File: config.mk
export PLATFORM = sky130hd
export DESIGN_NAME = seg7_scan_scheduler_flat
export DESIGN_NICKNAME = d
export VERILOG_FILES = /design/src/rtl/seg7_scan_scheduler_if.sv /design/src/rtl/seg7_scan_scheduler.sv /design/src/flat_wrapper.sv
export SDC_FILE = /design/constraint.sdc
export NUM_CORES = 1
export LEC_CHECK = 0
export ABC_AREA = 1
export BUFFER_PORTS_ARGS = -buffer_cell sky130_fd_sc_hd__buf_4
export CORE_UTILIZATION = 24
export DETAILED_ROUTE_END_ITERATION = 7
export PLACE_DENSITY = 0.42
export SYNTH_ARGS = -nofsm -noshare
export SYNTH_HDL_FRONTEND = slang
export SYNTH_SLANG_ARGS = --single-unit
export TNS_END_PERCENT = 5
File: constraint.sdc
create_clock -name clk -period 2.4 [get_ports clk]
set_input_delay 0.24 -clock clk [delete_from_list [all_inputs] [get_ports clk]]
set_output_delay 0.24 -clock clk [all_outputs]
set_load 0.01 [all_outputs]
File: src/rtl/seg7_scan_scheduler_if.sv
// seg7_scan_scheduler_if: scan control inputs and registered display outputs of the digit scan scheduler.
interface seg7_scan_scheduler_if #(
  parameter int NDIG     = 4,
  parameter int BRIGHT_W = 4
);
  logic                    en;
  logic                    blank;
  logic [4*NDIG-1:0]       digits;
  logic [BRIGHT_W-1:0]     brightness;
  logic [3:0]              dig_val;
  logic [$clog2(NDIG)-1:0] dig_idx;
  logic [NDIG-1:0]         common;
  logic                    frame_start;
  modport master (
    output en, blank, digits, brightness,
    input  dig_val, dig_idx, common, frame_start
  );
  modport slave (
    input  en, blank, digits, brightness,
    output dig_val, dig_idx, common, frame_start
  );
endinterface

File: src/rtl/seg7_scan_scheduler.sv
// seg7_scan_scheduler: multiplexes NDIG BCD digits with dead time, brightness duty and leading-zero blanking.
// Define SCAN_SKIP_BLANK_EN to advance straight past blanked leading digits and shorten the frame.
module seg7_scan_scheduler #(
  parameter int NDIG     = 4,
  parameter int SLOT_CYC = 16,
  parameter int DEAD_CYC = 2,
  parameter int BRIGHT_W = 4
) (
  input logic                  clk,
  input logic                  rst_n,
  seg7_scan_scheduler_if.slave bus
);
  localparam int CW = $clog2(SLOT_CYC);
  localparam int IW = $clog2(NDIG);
  localparam int W  = (BRIGHT_W > CW ? BRIGHT_W : CW) + 1;

  typedef enum logic {IDLE, SCAN} state_t;

  state_t            state_q, state_d;
  logic [CW-1:0]     slot_q, slot_d;
  logic [IW-1:0]     idx_q, idx_d;
  logic [4*NDIG-1:0] shadow_q, shadow_d;
  logic [NDIG-1:0]   common_q, common_d;
  logic [3:0]        dig_val_q, dig_val_d;
  logic              fs_q, fs_d;
  logic [NDIG:0]     blk_d;
  logic [IW:0]       nxt;
  logic              slot_end, frame_end, on;
  logic [W-1:0]      s_w;

  // Bit k set when digit k is a blanked leading zero; the extra top bit marks "past the last digit".
  function automatic logic [NDIG:0] lz_mask(input logic [4*NDIG-1:0] sh);
    logic [NDIG:0] m;
    logic          z;
    z       = 1'b1;
    m       = '0;
    m[NDIG] = 1'b1;
    for (int k = NDIG - 1; k >= 0; k--) begin
      z    = z & (sh[4*k+:4] == 4'd0);
      m[k] = z && (k != 0);
    end
    return m;
  endfunction

`ifdef SCAN_SKIP_BLANK_EN
  logic [NDIG:0] blk_q;
  assign blk_q = lz_mask(shadow_q);
`endif

  always_comb begin
    state_d  = state_q;
    slot_d   = slot_q;
    idx_d    = idx_q;
    shadow_d = shadow_q;
    fs_d     = 1'b0;
    nxt      = {1'b0, idx_q} + 1'b1;
    slot_end = slot_q == CW'(SLOT_CYC - 1);
`ifdef SCAN_SKIP_BLANK_EN
    frame_end = blk_q[nxt];
`else
    frame_end = nxt == (IW+1)'(NDIG);
`endif
    if (!bus.en) begin
      state_d = IDLE;
      slot_d  = '0;
      idx_d   = '0;
    end else if (state_q == IDLE || (slot_end && frame_end)) begin
      state_d  = SCAN;
      slot_d   = '0;
      idx_d    = '0;
      shadow_d = bus.digits;
      fs_d     = 1'b1;
    end else if (slot_end) begin
      slot_d = '0;
      idx_d  = nxt[IW-1:0];
    end else begin
      slot_d = slot_q + 1'b1;
    end
    blk_d     = lz_mask(shadow_d);
    s_w       = W'(slot_d);
    on        = state_d == SCAN && s_w >= W'(DEAD_CYC) && (s_w - W'(DEAD_CYC)) < W'(bus.brightness)
                && !bus.blank && !blk_d[{1'b0, idx_d}];
    common_d  = on ? NDIG'(1) << idx_d : '0;
    dig_val_d = state_d == SCAN ? 4'(shadow_d >> {idx_d, 2'b00}) : 4'd0;
  end

  always_ff @(posedge clk) begin
    if (!rst_n) begin
      state_q   <= IDLE;
      slot_q    <= '0;
      idx_q     <= '0;
      shadow_q  <= '0;
      common_q  <= '0;
      dig_val_q <= '0;
      fs_q      <= 1'b0;
    end else begin
      state_q   <= state_d;
      slot_q    <= slot_d;
      idx_q     <= idx_d;
      shadow_q  <= shadow_d;
      common_q  <= common_d;
      dig_val_q <= dig_val_d;
      fs_q      <= fs_d;
    end
  end

  assign bus.common      = common_q;
  assign bus.dig_val     = dig_val_q;
  assign bus.dig_idx     = idx_q;
  assign bus.frame_start = fs_q;
endmodule
File: src/flat_wrapper.sv
// flat-port wrapper written by rule: the top's interface ports become plain ports
module seg7_scan_scheduler_flat 
#(
  parameter int NDIG     = 4,
  parameter int SLOT_CYC = 16,
  parameter int DEAD_CYC = 2,
  parameter int BRIGHT_W = 4
)
  (clk, rst_n, bus_en, bus_blank, bus_digits, bus_brightness, bus_dig_val, bus_dig_idx, bus_common, bus_frame_start);
  seg7_scan_scheduler_if #(.NDIG(NDIG), .BRIGHT_W(BRIGHT_W)) bus_i ();
  input logic clk;
  input logic rst_n;
  input wire logic [$bits(bus_i.en)-1:0] bus_en;
  input wire logic [$bits(bus_i.blank)-1:0] bus_blank;
  input wire logic [$bits(bus_i.digits)-1:0] bus_digits;
  input wire logic [$bits(bus_i.brightness)-1:0] bus_brightness;
  output wire logic [$bits(bus_i.dig_val)-1:0] bus_dig_val;
  output wire logic [$bits(bus_i.dig_idx)-1:0] bus_dig_idx;
  output wire logic [$bits(bus_i.common)-1:0] bus_common;
  output wire logic [$bits(bus_i.frame_start)-1:0] bus_frame_start;
  assign bus_i.en = bus_en;
  assign bus_i.blank = bus_blank;
  assign bus_i.digits = bus_digits;
  assign bus_i.brightness = bus_brightness;
  assign bus_dig_val = bus_i.dig_val;
  assign bus_dig_idx = bus_i.dig_idx;
  assign bus_common = bus_i.common;
  assign bus_frame_start = bus_i.frame_start;
  seg7_scan_scheduler #(.NDIG(NDIG), .SLOT_CYC(SLOT_CYC), .DEAD_CYC(DEAD_CYC), .BRIGHT_W(BRIGHT_W)) u_core (.clk(clk), .rst_n(rst_n), .bus(bus_i));
endmodule
==> impl_summary.log <==
[metrics] final cell utilization of the core: 34.13%
[metrics] via/cell ratio: 4.172
[metrics] Synth top area share: 42.42%
[metrics] Arrival @ worst endpoint: 2.47 ns
[metrics] global-route track usage on met1: 16.37%
[metrics] worst-skew pair later-pin latency: 0.28 ns
[metrics] Achievable Freq: 446.5 MHz
[metrics] Final HPWL DP: 2758 um
[metrics] count of synthesis-stage warnings from yosys: 0
[metrics] share of cells above drive strength 1: 26.24%
[metrics] GR met2 Demand/Resource: 19.08%
[metrics] global-route wire length before repair: 6099 um
[metrics] minimum clock period after layout: 2.240 ns
[metrics] final critical-path share of the clock period: 93.32%
[metrics] Required @ worst endpoint: 2.63 ns
[metrics] maximum fanout along the worst path: 3
[metrics] CTS tree: done
[metrics] max-slew violation total from the final report: 0
[metrics] Worst Max-Slew Pin Slew: 0.7555 ns
[metrics] Clock Tree Root: sky130_fd_sc_hd__clkbuf_8
[metrics] effective utilization at floorplan: 25.21%
[metrics] type of origin of the critical path: flop
[metrics] area enclosed by the die boundary: 6614 sq um
[metrics] total via count after detailed routing: 1410
[metrics] Max-Cap Viols: 0
[metrics] signed area change from the synthesized netlist to the final layout: 35.38%
[metrics] I/O pin total: 35
[metrics] number of sinks handled by clock tree synthesis: 32
[metrics] number of distinct library cell variants in the gate-level netlist after synthesis: 20
[metrics] commonest register cell after synthesis: sky130_fd_sc_hd__dfxtp_1
[metrics] Post-CTS Hold Buffers: 0
[metrics] residual DRC count: 0
[metrics] overall routed net length: 3707 um
[metrics] die width: 81.33 um
[metrics] synth cell count leaders: 55 x sky130_fd_sc_hd__nand2_1, 41 x sky130_fd_sc_hd__nor2_1, 32 x sky130_fd_sc_hd__dfxtp_1
[metrics] GP Congestion: 0.7638
[metrics] syn_nets: 250
[metrics] detailed-router iteration count before antenna repair: 4
[metrics] status: finished clean
[metrics] sequential-to-total area share from yosys stat: 42.42%
[metrics] Max Root-Sink Buffers: 2
[metrics] most utilized layer in the global route result: met2
[metrics] class of the tightest hold or removal check: in -> reg
[metrics] number of buffers added by the clock tree synthesis step: 5
[metrics] nets@finish: 293
[metrics] final setup fails: 0
[metrics] Worst-path clk slew: 0.07 ns
[metrics] post-synthesis instance area: 1510 sq um
[metrics] average wire per cell in the routed design: 10.97 um
[metrics] Critical Path Sink Type: flop
[metrics] Yosys top cell by area: sky130_fd_sc_hd__dfxtp_1
[metrics] leakage: 0.0009951 uW
[metrics] Port Buf Inserts: 34
[metrics] cell total after placement: 330
[metrics] remaining max-slew budget at the tightest pin: 49.58%
[metrics] die boundary height: 81.33 um
[metrics] Mapped Cells: 219
[metrics] core box area: 5991 sq um
[metrics] count of endpoints failing hold in the final timing report: 0
[metrics] setup repair after global routing missed its margin: no
[metrics] classification of the worst setup path: reg -> reg
[metrics] number of antenna violations at the first check in global routing: 0
[metrics] number of antenna diodes: 0
[metrics] final antenna-violating net count: 0
[metrics] share of flip-flops with an asynchronous set or reset: 0%
[metrics] dominant cells by area after synthesis: sky130_fd_sc_hd__dfxtp_1 42%, sky130_fd_sc_hd__nand2_1 14%, sky130_fd_sc_hd__nor2_1 10%
[metrics] via count of the first global-routing pass: 1323
[metrics] # H-tree levels: 2
[metrics] Iter 0 DRT Violations: 44
[metrics] count of state elements after synthesis: 32
[metrics] most numerous cell in the Yosys netlist: sky130_fd_sc_hd__nand2_1
[metrics] maximum number of pins on one net before global-route repair: 24
[metrics] Syn Area/Cell: 6.896 sq um
[metrics] final non-filler cell total: 338
[metrics] maximum vdd drop: 0.2237 mV
[metrics] Post-synth EDFFs: 0
[metrics] FP Rows: 28
[metrics] met3 global-route usage: 3.596%
[metrics] overflow left after global routing: 0
[metrics] GRT Util Overall: 12.69%
[metrics] Power Density: 555.2 nW/um^2
[metrics] Setup Skew: 0.002931 ns
[placed cells by master, fill, tap and decap left out, types with 3 or more instances in the layout]
master,n
sky130_fd_sc_hd__nor2_2,3
sky130_fd_sc_hd__inv_1,28
sky130_fd_sc_hd__nor2_4,3
sky130_fd_sc_hd__nand2_1,52
sky130_fd_sc_hd__buf_4,42
sky130_fd_sc_hd__ha_1,4
sky130_fd_sc_hd__nor2_1,36
sky130_fd_sc_hd__clkbuf_8,6
sky130_fd_sc_hd__nand3_1,17
sky130_fd_sc_hd__dfxtp_1,30
sky130_fd_sc_hd__a21oi_1,16
sky130_fd_sc_hd__nand2_2,4
sky130_fd_sc_hd__o21ai_0,4
[cell families (layout without fill, tap and decap cells)]
family	count (synthesis)	in the layout	share of synthesized area, %
and+or+nand+nor	119	119	32.56
buffers and inverters	35	79	9.527
DFF	32	32	42.42
AOI/OAI and AO/OA	23	23	7.788
adders and majority gates	7	7	5.799
muxes	2	2	1.326
xor gates and xnor gates	1	1	0.5801
[stage by stage]
stage / setup slack [ns] / hold slack (ns) / area (sq um) / total power (uW) / setup TNS, ns
2_1_floorplan: 0.02118 / 0.4035 / 1510 / 655.4 / 0
3_3_place_gp: -0.01354 / 0.4580 / 1884 / 716.7 / -0.01354
3_5_place_dp: -0.03169 / 0.4622 / 1884 / 715.8 / -0.06914
4_1_cts: 0.02392 / 0.2173 / 1989 / 1151 / 0
5_1_grt: 0.01581 / 0.2308 / 2044 / 1204 / 0
6_report: 0.1604 / 0.2191 / 2044 / 1135 / 0
[power breakdown]
part           internal (uW)  leakage, uW  switching (uW)  total, uW
Sequential               553     0.000263            6.00        559
Combinational           65.5     0.000681            81.3        147
Clock                    229    0.0000510             200        429
[final cells by class]
type	instances	area (sq um)
clock buffers	6	82.58
clock inverters	2	10.01
fillers	668	3946
inverters	29	108.9
multi-input cells	152	790.8
flip-flops and latches	32	643.1
well taps	75	93.84
repair buffers	42	315.3
[routing by layer]
metal	up-vias	wire, um
li1	767	-
met1	606	1825
met2	30	1594
met3	7	213
met4	0	73
met5	-	0
[registers in the layout, summed over array words and instances, names as in the netlist]
register                cells
u_core.bus.dig_idx          2
u_core.bus.dig_val          4
u_core.slot_q               4
u_core.shadow_q            16
u_core.state_q              1
u_core.bus.common           4
u_core.bus.frame_start      1
[worst paths after layout]
path	startpoint	to	slack (ns)	depth (start not counted)
worst max-delay path	u_core.slot_q[0]	u_core.bus.common[1]	0.16	17
worst min-delay path	bus_digits[1]	u_core.shadow_q[1]	0.22	3
worst max register to register	u_core.slot_q[0]	u_core.bus.common[1]	0.16	17
worst min register to register	u_core.shadow_q[15]	u_core.shadow_q[15]	0.47	2
[timing repair]
action / CTS / global route
pin swaps: 1 / 8
buffers inserted: 0 / 0
resized for setup: 5 / 15
endpoints found under the setup margin: 4 / 4
[worst max-delay path, stage by stage, from the launching register on]
cell	delay, ns
sky130_fd_sc_hd__dfxtp_2	0.33
sky130_fd_sc_hd__ha_2	0.18
sky130_fd_sc_hd__buf_4	0.14
sky130_fd_sc_hd__nand2_2	0.07
sky130_fd_sc_hd__inv_2	0.05
sky130_fd_sc_hd__nor2_4	0.11
sky130_fd_sc_hd__nand2_2	0.06
sky130_fd_sc_hd__ha_2	0.16
sky130_fd_sc_hd__ha_1	0.26
sky130_fd_sc_hd__inv_1	0.04
sky130_fd_sc_hd__ha_1	0.16
sky130_fd_sc_hd__nor2_1	0.09
sky130_fd_sc_hd__nand2_1	0.05
sky130_fd_sc_hd__nor2_1	0.08
sky130_fd_sc_hd__nand2_1	0.07
sky130_fd_sc_hd__nor2_2	0.13
sky130_fd_sc_hd__nand3_2	0.09
sky130_fd_sc_hd__nor2_1	0.10
Power figures use the tool's default switching activity.
